File: config.mk
export PLATFORM = sky130hd
export DESIGN_NAME = gen_scheduler
export DESIGN_NICKNAME = d
export VERILOG_FILES = /design/src/rtl/gen_scheduler_pkg.sv /design/src/rtl/gen_scheduler_frame_pacer.sv /design/src/rtl/gen_scheduler.sv
export SDC_FILE = /design/constraint.sdc
export NUM_CORES = 1
export LEC_CHECK = 0
export ABC_CLOCK_PERIOD_IN_PS = 2400
export CAP_MARGIN = 15
export CORE_ASPECT_RATIO = 0.9
export CORE_MARGIN = 1.5
export CORE_UTILIZATION = 54
export DETAILED_ROUTE_END_ITERATION = 10
export PLACE_DENSITY = 0.78
export SLEW_MARGIN = 20
export SYNTH_ARGS = -nofsm -noshare
export SYNTH_HDL_FRONTEND = slang
export SYNTH_SLANG_ARGS = --single-unit
File: constraint.sdc
create_clock -name clk_in -period 2.4 [get_ports clk_in]
set_input_delay 0.24 -clock clk_in [delete_from_list [all_inputs] [get_ports clk_in]]
set_output_delay 0.24 -clock clk_in [all_outputs]
set_load 0.01 [all_outputs]
File: src/rtl/gen_scheduler_pkg.sv
// Shared types and constants for the generation scheduler and its frame pacer.
package gen_scheduler_pkg;

  localparam int SPEED_MAX = 15;

  typedef logic [3:0] speed_t;

  typedef enum logic [2:0] {
    IDLE,
    COMPUTE,
    WAIT_FRAME,
    SWAP,
    WAIT_READY
  } sched_state_t;

endpackage

File: src/rtl/gen_scheduler_frame_pacer.sv
// Frame pacer: counts displayed frames while idle and decides when the next generation may start.
module gen_scheduler_frame_pacer
  import gen_scheduler_pkg::*;
(
  input  logic   clk_in,
  input  logic   rst_in,
  input  logic   count_en,
  input  logic   clear,
  input  logic   render_done,
  input  speed_t speed,
  input  logic   step_pending,
  output logic   trigger
);

  localparam int CNT_W = $clog2(SPEED_MAX + 2);
  localparam logic [CNT_W-1:0] CNT_SAT = CNT_W'(SPEED_MAX + 1);

  logic [CNT_W-1:0] frame_cnt;
  logic [CNT_W-1:0] frames_needed;

  always_ff @(posedge clk_in) begin
    if (rst_in || clear) begin
      frame_cnt <= '0;
    end else if (count_en && render_done && (frame_cnt != CNT_SAT)) begin
      frame_cnt <= frame_cnt + 1'b1;
    end
  end

  // Compared against the live speed every cycle, so a speed raise can fire at once.
  assign frames_needed = CNT_SAT - CNT_W'(speed);
  assign trigger       = (speed != '0) ? (frame_cnt >= frames_needed) : step_pending;

endmodule

File: src/rtl/gen_scheduler.sv
// Generation scheduler: paces Game-of-Life generations against video frames and
// sequences life_logic start, frame-aligned buffer swap and buffer settle.
//   state      | meaning
//   IDLE       | counting frames, waiting for pace trigger or pending step
//   COMPUTE    | life_logic running, watchdog active
//   WAIT_FRAME | generation done, holding swap until the next frame end
//   SWAP       | one-cycle buffer swap, generation counted
//   WAIT_READY | waiting for the double buffer to settle, watchdog active
module gen_scheduler
  import gen_scheduler_pkg::*;
#(
  parameter int TIMEOUT_CYCLES = 2_000_000,
  parameter int GEN_WIDTH      = 16
) (
  input  logic                 clk_in,
  input  logic                 rst_in,
  input  speed_t               speed_in,
  input  logic                 step_in,
  input  logic                 render_done_in,
  input  logic                 logic_done_in,
  input  logic                 buf_ready_in,
  output logic                 logic_start_out,
  output logic                 buf_swap_out,
  output logic                 busy_out,
  output logic [GEN_WIDTH-1:0] gen_count_out,
  output logic                 timeout_out
);

  localparam int WD_W = $clog2(TIMEOUT_CYCLES + 1);
  localparam logic [WD_W-1:0] WD_LAST = WD_W'(TIMEOUT_CYCLES - 1);

  sched_state_t         state;
  sched_state_t         state_nxt;
  logic [WD_W-1:0]      watchdog;
  logic [GEN_WIDTH-1:0] gen_count;
  logic                 step_pending;
  logic                 trigger;
  logic                 start_fire;
  logic                 wd_active;
  logic                 wd_expire;
  logic                 frame_clr;

  gen_scheduler_frame_pacer u_frame_pacer (
    .clk_in       (clk_in),
    .rst_in       (rst_in),
    .count_en     (state == IDLE),
    .clear        (frame_clr),
    .render_done  (render_done_in),
    .speed        (speed_in),
    .step_pending (step_pending),
    .trigger      (trigger)
  );

  assign start_fire = (state == IDLE) && trigger;
  assign wd_active  = (state == COMPUTE) || (state == WAIT_READY);
  assign wd_expire  = wd_active && (watchdog == WD_LAST);

  always_ff @(posedge clk_in) begin
    if (rst_in) begin
      state <= IDLE;
    end else begin
      state <= state_nxt;
    end
  end

  always_comb begin
    state_nxt = state;
    frame_clr = 1'b0;
    case (state)
      IDLE:       if (start_fire) state_nxt = COMPUTE;
      // Watchdog abort outranks a same-cycle done/ready.
      COMPUTE:    if (wd_expire) state_nxt = IDLE;
                  else if (logic_done_in) state_nxt = WAIT_FRAME;
      WAIT_FRAME: if (render_done_in) state_nxt = SWAP;
      SWAP:       state_nxt = WAIT_READY;
      WAIT_READY: if (wd_expire || buf_ready_in) state_nxt = IDLE;
      default:    state_nxt = IDLE;
    endcase
    if ((state != IDLE) && (state_nxt == IDLE)) frame_clr = 1'b1;
  end

  always_ff @(posedge clk_in) begin
    if (rst_in) begin
      logic_start_out <= 1'b0;
      buf_swap_out    <= 1'b0;
      timeout_out     <= 1'b0;
      gen_count       <= '0;
      watchdog        <= '0;
      step_pending    <= 1'b0;
    end else begin
      logic_start_out <= start_fire;
      buf_swap_out    <= (state_nxt == SWAP);
      if (state_nxt == SWAP) gen_count <= gen_count + 1'b1;
      if (wd_expire) timeout_out <= 1'b1;
      if (start_fire) begin
        watchdog <= '0;
      end else if (wd_active) begin
        watchdog <= watchdog + 1'b1;
      end
      // A new step request wins over the one being consumed this cycle.
      if (speed_in != '0) begin
        step_pending <= 1'b0;
      end else if (step_in) begin
        step_pending <= 1'b1;
      end else if (start_fire) begin
        step_pending <= 1'b0;
      end
    end
  end

  assign busy_out      = (state != IDLE);
  assign gen_count_out = gen_count;

endmodule
==> results.txt, run 1 <==
----------------------------------------------------
[Routing]
  Wire length after detailed routing ... 4630 microns
  Final ANT Viol Nets ... 0
  Average vias per placed instance ... 5.14
  DRC ... 0
  Number of DRC markers in iteration 0 ... 71
  Via count ... 1912
  TritonRoute pass-1 iters ... 4
  Average wire per cell in the routed design ... 12.5 microns

[Synth]
  Unique cell type count in the Yosys netlist ... 43
  Number of warnings issued by yosys ... 0
  Number of nets produced by synthesis ... 293
  Fraction of the mapped netlist area in simple logic gates ... 29.4%
  Portion of synthesized cell area occupied by the leading cell type ... 41.1%
  Post-synthesis instance area ... 0.00239 sq mm
  Number of flops mapped to enable cells by yosys ... 0
  Largest family of logic cells by synthesized area ... simple AND/OR/NAND/NOR gates
  Synth Area in XOR/XNOR ... 15.4%
  Share of cell area taken by muxes after synthesis ... 0.839%
  Post-synthesis compound-gate area fraction ... 5.03%
  Cell type with the highest aggregate area in the netlist ... sky130_fd_sc_hd__dfxtp_1
  Syn Area/Cell ... 8.74 sq um
  Cells after synthesis ... 273
  Yosys reg bits ... 49
  Top area cells in the synthesized netlist ... sky130_fd_sc_hd__dfxtp_1 41%, sky130_fd_sc_hd__xor2_1 10%, sky130_fd_sc_hd__nor2_1 8.2%
  Fraction of the yosys area taken by sequential cells ... 41.1%
  Post-synth top flop ... sky130_fd_sc_hd__dfxtp_1
  Adder and majority gate portion of the synthesized area ... 5.24%
  Share of flip-flops with an asynchronous set or reset ... 0%

[Layout]
  Layout fillers ... 329
  NumNets Final ... 331
  Ratio of cells with drive above 1 in the final layout ... 8.33%
  Area growth, synth to finish ... 22.2%
  Post-route design area ... 0.00292 sq mm
  Number of cells in the finished layout apart from fillers ... 372
  Final core utilization ... 70.1%
  Diodes inserted ... 0
  Most common cell after layout, fill and taps aside ... sky130_fd_sc_hd__nor2_1
  Most frequent cells in the layout ... 52 x sky130_fd_sc_hd__nor2_1, 49 x sky130_fd_sc_hd__dfxtp_1, 29 x sky130_fd_sc_hd__clkdlybuf4s50_1, 28 x sky130_fd_sc_hd__xor2_1, 20 x sky130_fd_sc_hd__nand2_1

[Run]
  Max-cap violations ... 0

[STA]
  Share of the clock period used by the worst path ... 93.7%
  Pins Over Slew Limit ... 0
  Worst-Margin Slew ... 0.450 ns
  Slew Limit Headroom ... 69.9%
  Worst slack on hold paths ... 0.505 ns
  Unrepaired setup endpoints after global routing ... no
  Final Setup Violations ... 0
  Highest Clock Rate ... 445 MHz
  Final critical path time including I/O delays and setup ... 2.25 ns
  Hold Fails Final Rpt ... 0
  Skew final ... 0.00472 ns
  Worst Slack Setup Final ... 0.152 ns

[Clock tree]
  Clock tree root driver cell ... sky130_fd_sc_hd__clkbuf_8
  Number of buffers on the longest clock path ... 2
  Post-CTS Setup Inserts ... 0
  Post-cts gate resize count ... 0
  CTS tree ... built
  Post-cts hold buffer count ... 0
  Number of buffers added by the clock tree synthesis step ... 5
  Clock latency on the worst-skew pair ... 0.30 ns
  CTS clk-pin slew, worst paths ... 0.09 ns
  Number of clock sinks ... 49
  Total number of H-tree levels ... 2

[Power]
  Clock Power Share ... 33.4%
  Sw Pwr ... 0.491 mW
  Sequential cell fraction of total power ... 49.2%
  Combinational fraction of design power ... 17.3%
  Switching Fraction ... 26.8%
  Pwr/cell area ... 629 mW/mm^2
  Internal ... 1.34 mW
  Leak ... 1.10 nW
  Max rail drop VDD ... 0.387 mV

[Global routing]
  Vias in the first global route ... 1805
  Wire length of the first global-routing pass ... 7870 microns
  Gr usage total ... 21.1%
  Initial antenna violation count ... 0
  Overall overflow remaining after global route ... 0
  Maximum number of pins on one net before global-route repair ... 17

[Die]
  Count of pins on the block boundary ... 30
  Die Y ... 66.1 microns
  Starting Density ... 57.4%
  Overall die width ... 73.1 microns
  Placement Rows ... 22
  Floorplan core area ... 0.00416 sq mm
  Die footprint ... 0.00483 sq mm

[Place]
  Cell Count Post-Placement ... 364
  Hpwl dp ... 3260 microns
  DP Area ... 0.00279 sq mm
  IO Port Bufs ... 29
  Post-Place Setup Slack ... -0.129 ns
  Routability-driven placement congestion ratio ... 0.841

[Worst hold path]
  Class of the worst hold path ... reg2reg

[Run status]
  Status ... complete, no violations

[Setup path]
  Critical Setup Path Class ... in2reg
  Data arrival time of the critical path ... 2.45 ns
  Worst setup SP type ... input port
  Required time worst endpoint ... 2.61 ns
  Crit-path max FO ... 12
  Sort of element at the end of the critical path ... flip-flop

----------------------------------------------------
[critical path, cell delays in order]
cell,delay (ns)
sky130_fd_sc_hd__clkdlybuf4s50_1,0.47
sky130_fd_sc_hd__inv_1,0.05
sky130_fd_sc_hd__ha_1,0.20
sky130_fd_sc_hd__buf_4,0.13
sky130_fd_sc_hd__xor2_1,0.15
sky130_fd_sc_hd__ha_1,0.31
sky130_fd_sc_hd__nand2_1,0.05
sky130_fd_sc_hd__o21ai_0,0.22
sky130_fd_sc_hd__a31oi_2,0.13
sky130_fd_sc_hd__o21ai_1,0.21
sky130_fd_sc_hd__buf_4,0.22
sky130_fd_sc_hd__nor2_1,0.06
[layer usage]
metal	routed length, microns	part of all wire, %	global-route usage, %	vias to the layer above
met3	156	3.4	4.12	7
met4	68	1.5	8.25	0
met5	0	0	0	-
met1	2380	51	28.7	858
met2	2030	44	32.6	38
li1	-	-	-	1009
[power groups by stage]
| stage | clock network (mW) | registers, mW | logic [mW] |
|---|---|---|---|
| 3_5_place_dp | 0 | 0.921 | 0.313 |
| 3_3_place_gp | 0 | 0.919 | 0.295 |
| 6_report | 0.612 | 0.902 | 0.318 |
| 2_1_floorplan | 0 | 0.900 | 0.218 |
| 4_1_cts | 0.614 | 0.901 | 0.317 |
| 5_1_grt | 0.651 | 0.909 | 0.359 |
[registers in the layout (all words and copies together) (netlist names)]
name and count:
state 3, watchdog 21, buf_swap_out 1, timeout_out 1, gen_count_out 16, step_pending 1
u_frame_pacer.frame_cnt 5, logic_start_out 1
[final cells by class]
type / instances / area [sq um] / area share, %
Clock inverter: 1 / 30.0 / 1.03
Inverter: 11 / 41.3 / 1.42
Clock buffer: 7 / 86.3 / 2.96
Sequential cell: 49 / 981 / 33.6
Tap cell: 60 / 75.1 / 2.58
Multi-Input combinational cell: 206 / 1340 / 46.1
Timing Repair Buffer: 38 / 358 / 12.3
[path summary, 6_finish.rpt]
path                                  start                    endpoint  slack, ns  cells after the start
worst max-delay path            speed_in[0]                watchdog[10]       0.15                     12
worst min-delay path            watchdog[1]                 watchdog[1]       0.50                      2
worst max register to register  watchdog[9]  u_frame_pacer.frame_cnt[3]       0.44                      5
worst min register to register  watchdog[1]                 watchdog[1]       0.50                      2
[per-stage QoR]
step,power (mW),setup TNS (ns)
2_1_floorplan,1.12,0
3_3_place_gp,1.21,-0.528
3_5_place_dp,1.23,-2.46
4_1_cts,1.83,0
5_1_grt,1.92,0
6_report,1.83,0
[Yosys cell counts (2+ instances only)]
cell type	number
sky130_fd_sc_hd__a21oi_1	5
sky130_fd_sc_hd__a31oi_1	3
sky130_fd_sc_hd__and2_1	2
sky130_fd_sc_hd__and3_1	2
sky130_fd_sc_hd__and4_1	3
sky130_fd_sc_hd__buf_2	3
sky130_fd_sc_hd__clkbuf_1	4
sky130_fd_sc_hd__dfxtp_1	49
sky130_fd_sc_hd__ha_1	10
sky130_fd_sc_hd__inv_1	11
sky130_fd_sc_hd__mux2i_1	2
sky130_fd_sc_hd__nand2_1	20
sky130_fd_sc_hd__nand3_1	10
sky130_fd_sc_hd__nand4_1	16
sky130_fd_sc_hd__nand4b_1	3
sky130_fd_sc_hd__nor2_1	52
sky130_fd_sc_hd__nor2b_1	3
sky130_fd_sc_hd__nor3_1	8
sky130_fd_sc_hd__nor4_1	2
sky130_fd_sc_hd__nor4_4	2
sky130_fd_sc_hd__o21a_1	2
sky130_fd_sc_hd__o21ai_0	2
sky130_fd_sc_hd__xnor2_1	12
sky130_fd_sc_hd__xor2_1	28
[logic make-up (layout without fill, tap and decap cells)]
kind of cell / Yosys count / after routing
and+or+nand+nor: 134 / 134
DFF: 49 / 49
xor gates and xnor gates: 41 / 41
AOI/OAI and AO/OA: 19 / 19
buffers and inverters: 18 / 57
adders and majority gates: 10 / 10
muxes: 2 / 2
Power figures use the tool's default switching activity.
==> run 2: changes to the inputs <==
--- a/config.mk
+++ b/config.mk
@@ -6,7 +6,6 @@
 export NUM_CORES = 1
 export LEC_CHECK = 0
 export ABC_CLOCK_PERIOD_IN_PS = 2400
-export CAP_MARGIN = 15
 export CORE_ASPECT_RATIO = 0.9
 export CORE_MARGIN = 1.5
 export CORE_UTILIZATION = 54
==> results of run 2 <==
Same layout as run 1: the final DEF is identical, and so are final timing and power.
==> run 3: changes to the inputs <==
--- a/config.mk
+++ b/config.mk
@@ -5,12 +5,13 @@
 export SDC_FILE = /design/constraint.sdc
 export NUM_CORES = 1
 export LEC_CHECK = 0
+export ABC_AREA = 1
 export ABC_CLOCK_PERIOD_IN_PS = 2400
 export CORE_ASPECT_RATIO = 0.9
 export CORE_MARGIN = 1.5
 export CORE_UTILIZATION = 54
 export DETAILED_ROUTE_END_ITERATION = 10
-export PLACE_DENSITY = 0.78
+export PLACE_DENSITY = 0.77
 export SLEW_MARGIN = 20
 export SYNTH_ARGS = -nofsm -noshare
 export SYNTH_HDL_FRONTEND = slang
==> results.txt, run 3 <==
----------------------------------------------------
[Run status]
  Status ... complete, no violations

[Synth]
  Adder and majority gate portion of the synthesized area ... 4.52% (-0.72 points)
  Cells after synthesis ... 393 (+44%)
  Yosys reg bits ... 49 (unchanged)
  Fraction of the mapped netlist area in simple logic gates ... 37.9% (+8.5 points)
  Top area cells in the synthesized netlist ... sky130_fd_sc_hd__dfxtp_1 35%, sky130_fd_sc_hd__nand2_1 12%, sky130_fd_sc_hd__nor2_1 7.2%
  Number of warnings issued by yosys ... 0 (unchanged)
  Share of flip-flops with an asynchronous set or reset ... 0% (unchanged)
  Fraction of the yosys area taken by sequential cells ... 35.5% (-5.6 points)
  Syn Area/Cell ... 7.04 sq um (-19%)
  Synth Area in XOR/XNOR ... 5.07% (-10 points)
  Portion of synthesized cell area occupied by the leading cell type ... 35.5% (-5.6 points)
  Share of cell area taken by muxes after synthesis ... 0.769% (-0.070 points)
  Post-synthesis compound-gate area fraction ... 7.56% (+2.5 points)
  Top cells by instance count after synthesis ... 88 x sky130_fd_sc_hd__nand2_1, 53 x sky130_fd_sc_hd__nor2_1, 51 x sky130_fd_sc_hd__inv_1, 49 x sky130_fd_sc_hd__dfxtp_1, 26 x sky130_fd_sc_hd__a21oi_1
  Count leader, synth ... sky130_fd_sc_hd__nand2_1
  Number of flops mapped to enable cells by yosys ... 0 (unchanged)
  Number of nets produced by synthesis ... 413 (+41%)
  Post-synthesis instance area ... 0.00277 sq mm (+16%)
  Post-synth top flop ... sky130_fd_sc_hd__dfxtp_1
  Largest family of logic cells by synthesized area ... simple AND/OR/NAND/NOR gates
  Cell type with the highest aggregate area in the netlist ... sky130_fd_sc_hd__dfxtp_1
  Unique cell type count in the Yosys netlist ... 36 (-16%)

[Clock tree]
  Number of buffers added by the clock tree synthesis step ... 5 (unchanged)
  Post-cts hold buffer count ... 0 (unchanged)
  Post-CTS Setup Inserts ... 0 (unchanged)
  Clock latency on the worst-skew pair ... 0.30 ns (about the same)
  Clock tree root driver cell ... sky130_fd_sc_hd__clkbuf_8
  Number of buffers on the longest clock path ... 2 (unchanged)
  CTS tree ... built
  Post-cts gate resize count ... 0 (unchanged)
  Number of clock sinks ... 49 (unchanged)
  Total number of H-tree levels ... 2 (unchanged)
  CTS clk-pin slew, worst paths ... 0.08 ns (about the same)

[Power]
  Leak ... 1.31 nW (+19%)
  Internal ... 1.14 mW (-15%)
  Sw Pwr ... 0.389 mW (-21%)
  Pwr/cell area ... 470 mW/mm^2 (-25%)
  Sequential cell fraction of total power ... 55.3% (+6.1 points)
  Clock Power Share ... 31.2% (-2.2 points)
  Max rail drop VDD ... 0.292 mV (-25%)
  Switching Fraction ... 25.4% (-1.4 points)
  Combinational fraction of design power ... 13.6% (-3.7 points)

[STA]
  Final Setup Violations ... 0 (unchanged)
  Unrepaired setup endpoints after global routing ... no
  Worst slack on hold paths ... 0.465 ns (-0.0398 ns)
  Highest Clock Rate ... 462 MHz (+3.9%)
  Worst-Margin Slew ... 0.399 ns (-0.0512 ns)
  Slew Limit Headroom ... 73.2% (+3.2 points)
  Total Negative Setup Slacks ... 0 ns (unchanged)
  Hold Fails Final Rpt ... 0 (unchanged)
  Skew final ... 0.00642 ns (+0.00170 ns)
  Pins Over Slew Limit ... 0 (unchanged)
  Share of the clock period used by the worst path ... 90.1% (-3.5 points)
  Final critical path time including I/O delays and setup ... 2.16 ns (-0.0845 ns)

[Global routing]
  Overall overflow remaining after global route ... 0 (unchanged)
  Vias in the first global route ... 2227 (+23%)
  Initial antenna violation count ... 0 (unchanged)
  Gr usage total ... 21.6% (+0.57 points)
  Maximum number of pins on one net before global-route repair ... 22 (+5)
  Wire length of the first global-routing pass ... 9650 microns (+23%)

[Setup path]
  Setup slack of the most critical reg-to-reg path ... 0.62 ns (+0.18 ns)
  Stages on worst setup path ... 17 (+5)
  Buffering stage count on the worst path with inverters included ... 6 (+2)
  Crit path from ... speed_in[0]
  Slowest CP cell ... sky130_fd_sc_hd__clkdlybuf4s50_1
  Sort of element at the end of the critical path ... flip-flop
  Required time worst endpoint ... 2.63 ns (+0.02 ns)
  Worst setup SP type ... input port
  Worst r2r dst ... u_frame_pacer.frame_cnt[2]
  Data arrival time of the critical path ... 2.39 ns (-0.06 ns)
  Most numerous cell on the critical path ... sky130_fd_sc_hd__nand2_1
  Category of cells accounting for the largest share of critical-path delay ... simple AND/OR/NAND/NOR gates
  Timing endpoint of the critical path ... watchdog[4]
  Crit-path max FO ... 21 (+9)
  Startpoint of the most critical register-to-register path ... watchdog[0]
  Number of cells on the worst reg-to-reg path ... 12 (+7)
  Delay contributed by the slowest stage of the critical path ... 0.42 ns (-0.05 ns)
  Crit path cell chain ... clkdlybuf4s50_1, inv_1, ha_1, nand2_1, nor2_1, inv_1, ha_1, nand2_1, inv_1, nor3_1, nand2_1, nand2_1, nor2_2, inv_1, nand2_1, buf_12, nor3b_2
  Critical Setup Path Class ... in2reg

[Die]
  Die footprint ... 0.00556 sq mm (+15%)
  Overall die width ... 78.4 microns (+7.3%)
  Placement Rows ... 24 (+9.1%)
  Floorplan core area ... 0.00489 sq mm (+18%)
  Count of pins on the block boundary ... 30 (unchanged)
  Starting Density ... 56.5% (-0.91 points)
  Die Y ... 70.9 microns (+7.3%)

[Routing]
  Detailed route wirelength on metal2 ... 2370 microns (+17%)
  Post-route met1 wirelength ... 2860 microns (+20%)
  DR WL met3 ... 275 microns (+76%)
  TritonRoute pass-1 iters ... 4 (unchanged)
  Number of DRC markers in iteration 0 ... 113 (+59%)
  DRC ... 0 (unchanged)
  Average vias per placed instance ... 5.00 (-2.7%)
  Average wire per cell in the routed design ... 11.2 microns (-9.7%)
  Top metal layer carrying routed signals ... met4
  Wire length after detailed routing ... 5580 microns (+20%)
  Final ANT Viol Nets ... 0 (unchanged)
  Via count ... 2481 (+30%)

[Layout]
  Layout fillers ... 456 (+39%)
  Ratio of cells with drive above 1 in the final layout ... 11.4% (+3.0 points)
  Flip-flop count of the largest register, all copies and words added ... 21 (unchanged)
  Diodes inserted ... 0 (unchanged)
  Most common cell after layout, fill and taps aside ... sky130_fd_sc_hd__nand2_1
  Area growth, synth to finish ... 17.8%
  Most flop-heavy register ... watchdog
  Most frequent cells in the layout ... 88 x sky130_fd_sc_hd__nand2_1, 53 x sky130_fd_sc_hd__nor2_1, 51 x sky130_fd_sc_hd__inv_1, 49 x sky130_fd_sc_hd__dfxtp_1, 29 x sky130_fd_sc_hd__clkdlybuf4s50_1
  NumNets Final ... 451 (+36%)

[Worst hold path]
  Class of the worst hold path ... reg2reg

[Run]
  Max-cap violations ... 0 (unchanged)

[Place]
  Hpwl dp ... 4180 microns (+28%)
  IO Port Bufs ... 29 (unchanged)
  Routability-driven placement congestion ratio ... 0.845 (+0.43%)

----------------------------------------------------
run 3: cell count changes in the layout (fill, tap and decap cells not counted), sizes merged, moves of 12 or more:
cell   delta
a21oi    +21
inv      +43
nand3    +12
xor2     -14
nand2    +76
run 3: cell families (layout without fill, tap and decap cells):
group | count (synthesis) | in the layout
buffers and inverters | 60 | 98
muxes | 2 | 2
and+or+nand+nor | 216 | 216
adders and majority gates | 10 | 10
DFF | 49 | 49
AOI/OAI and AO/OA | 40 | 40
xor gates and xnor gates | 16 | 16
run 3: worst min-delay path by stage:
| stage | from | to | slack (ns) | cells after the start |
|---|---|---|---|---|
| after floorplan | rst_in | gen_count_out[6] | 0.32 | 1 |
| after global placement | timeout_out | timeout_out | 0.44 | 2 |
| after detailed placement | timeout_out | timeout_out | 0.45 | 2 |
| after CTS | timeout_out | timeout_out | 0.46 | 2 |
| after global routing | timeout_out | timeout_out | 0.48 | 2 |
| final | timeout_out | timeout_out | 0.46 | 2 |
run 3: layer usage:
| metal | track usage [%] | vias up |
|---|---|---|
| li1 | - | 1323 |
| met5 | 0 | - |
| met2 | 34.4 | 49 |
| met4 | 7.54 | 0 |
| met1 | 29.9 | 1102 |
| met3 | 3.61 | 7 |
run 3: cell type report:
type	instances	area (sq um)	share of cell area, %
clock buffer	7	86.3	2.65
inverter	54	203	6.22
multi-input combinational	284	1540	47.4
sequential	49	981	30.1
tap	65	81.3	2.50
timing repair buffer	37	363	11.1
run 3: worst min-delay path, delay by kind of cell (launching register included):
kind / cells / cell delay, ns
buffers and inverters: 1 / 0.05
DFF: 1 / 0.32
AOI/OAI and AO/OA: 1 / 0.05
run 3: stage by stage:
step           instance area (sq um)  utilization (%)  instances  worst slack (ns)  power [mW]
2_1_floorplan                   2770                -        393             0.502       0.997
3_3_place_gp                    3170             64.8        489           -0.0247        1.07
3_5_place_dp                    3170             64.8        489           -0.0917        1.08
4_1_cts                         3260             66.6        496             0.220        1.56
5_1_grt                         3260             66.6        496            0.0309        1.61
6_report                        3260             66.6        496             0.237        1.53
run 3: power by group through the flow:
stage / Sequential (mW) / Combinational, mW / Clock [mW]
CTS: 0.847 / 0.211 / 0.501
global route: 0.850 / 0.232 / 0.524
finish: 0.847 / 0.208 / 0.478
detailed placement: 0.866 / 0.210 / 0
global placement: 0.865 / 0.205 / 0
floorplan: 0.863 / 0.134 / 0
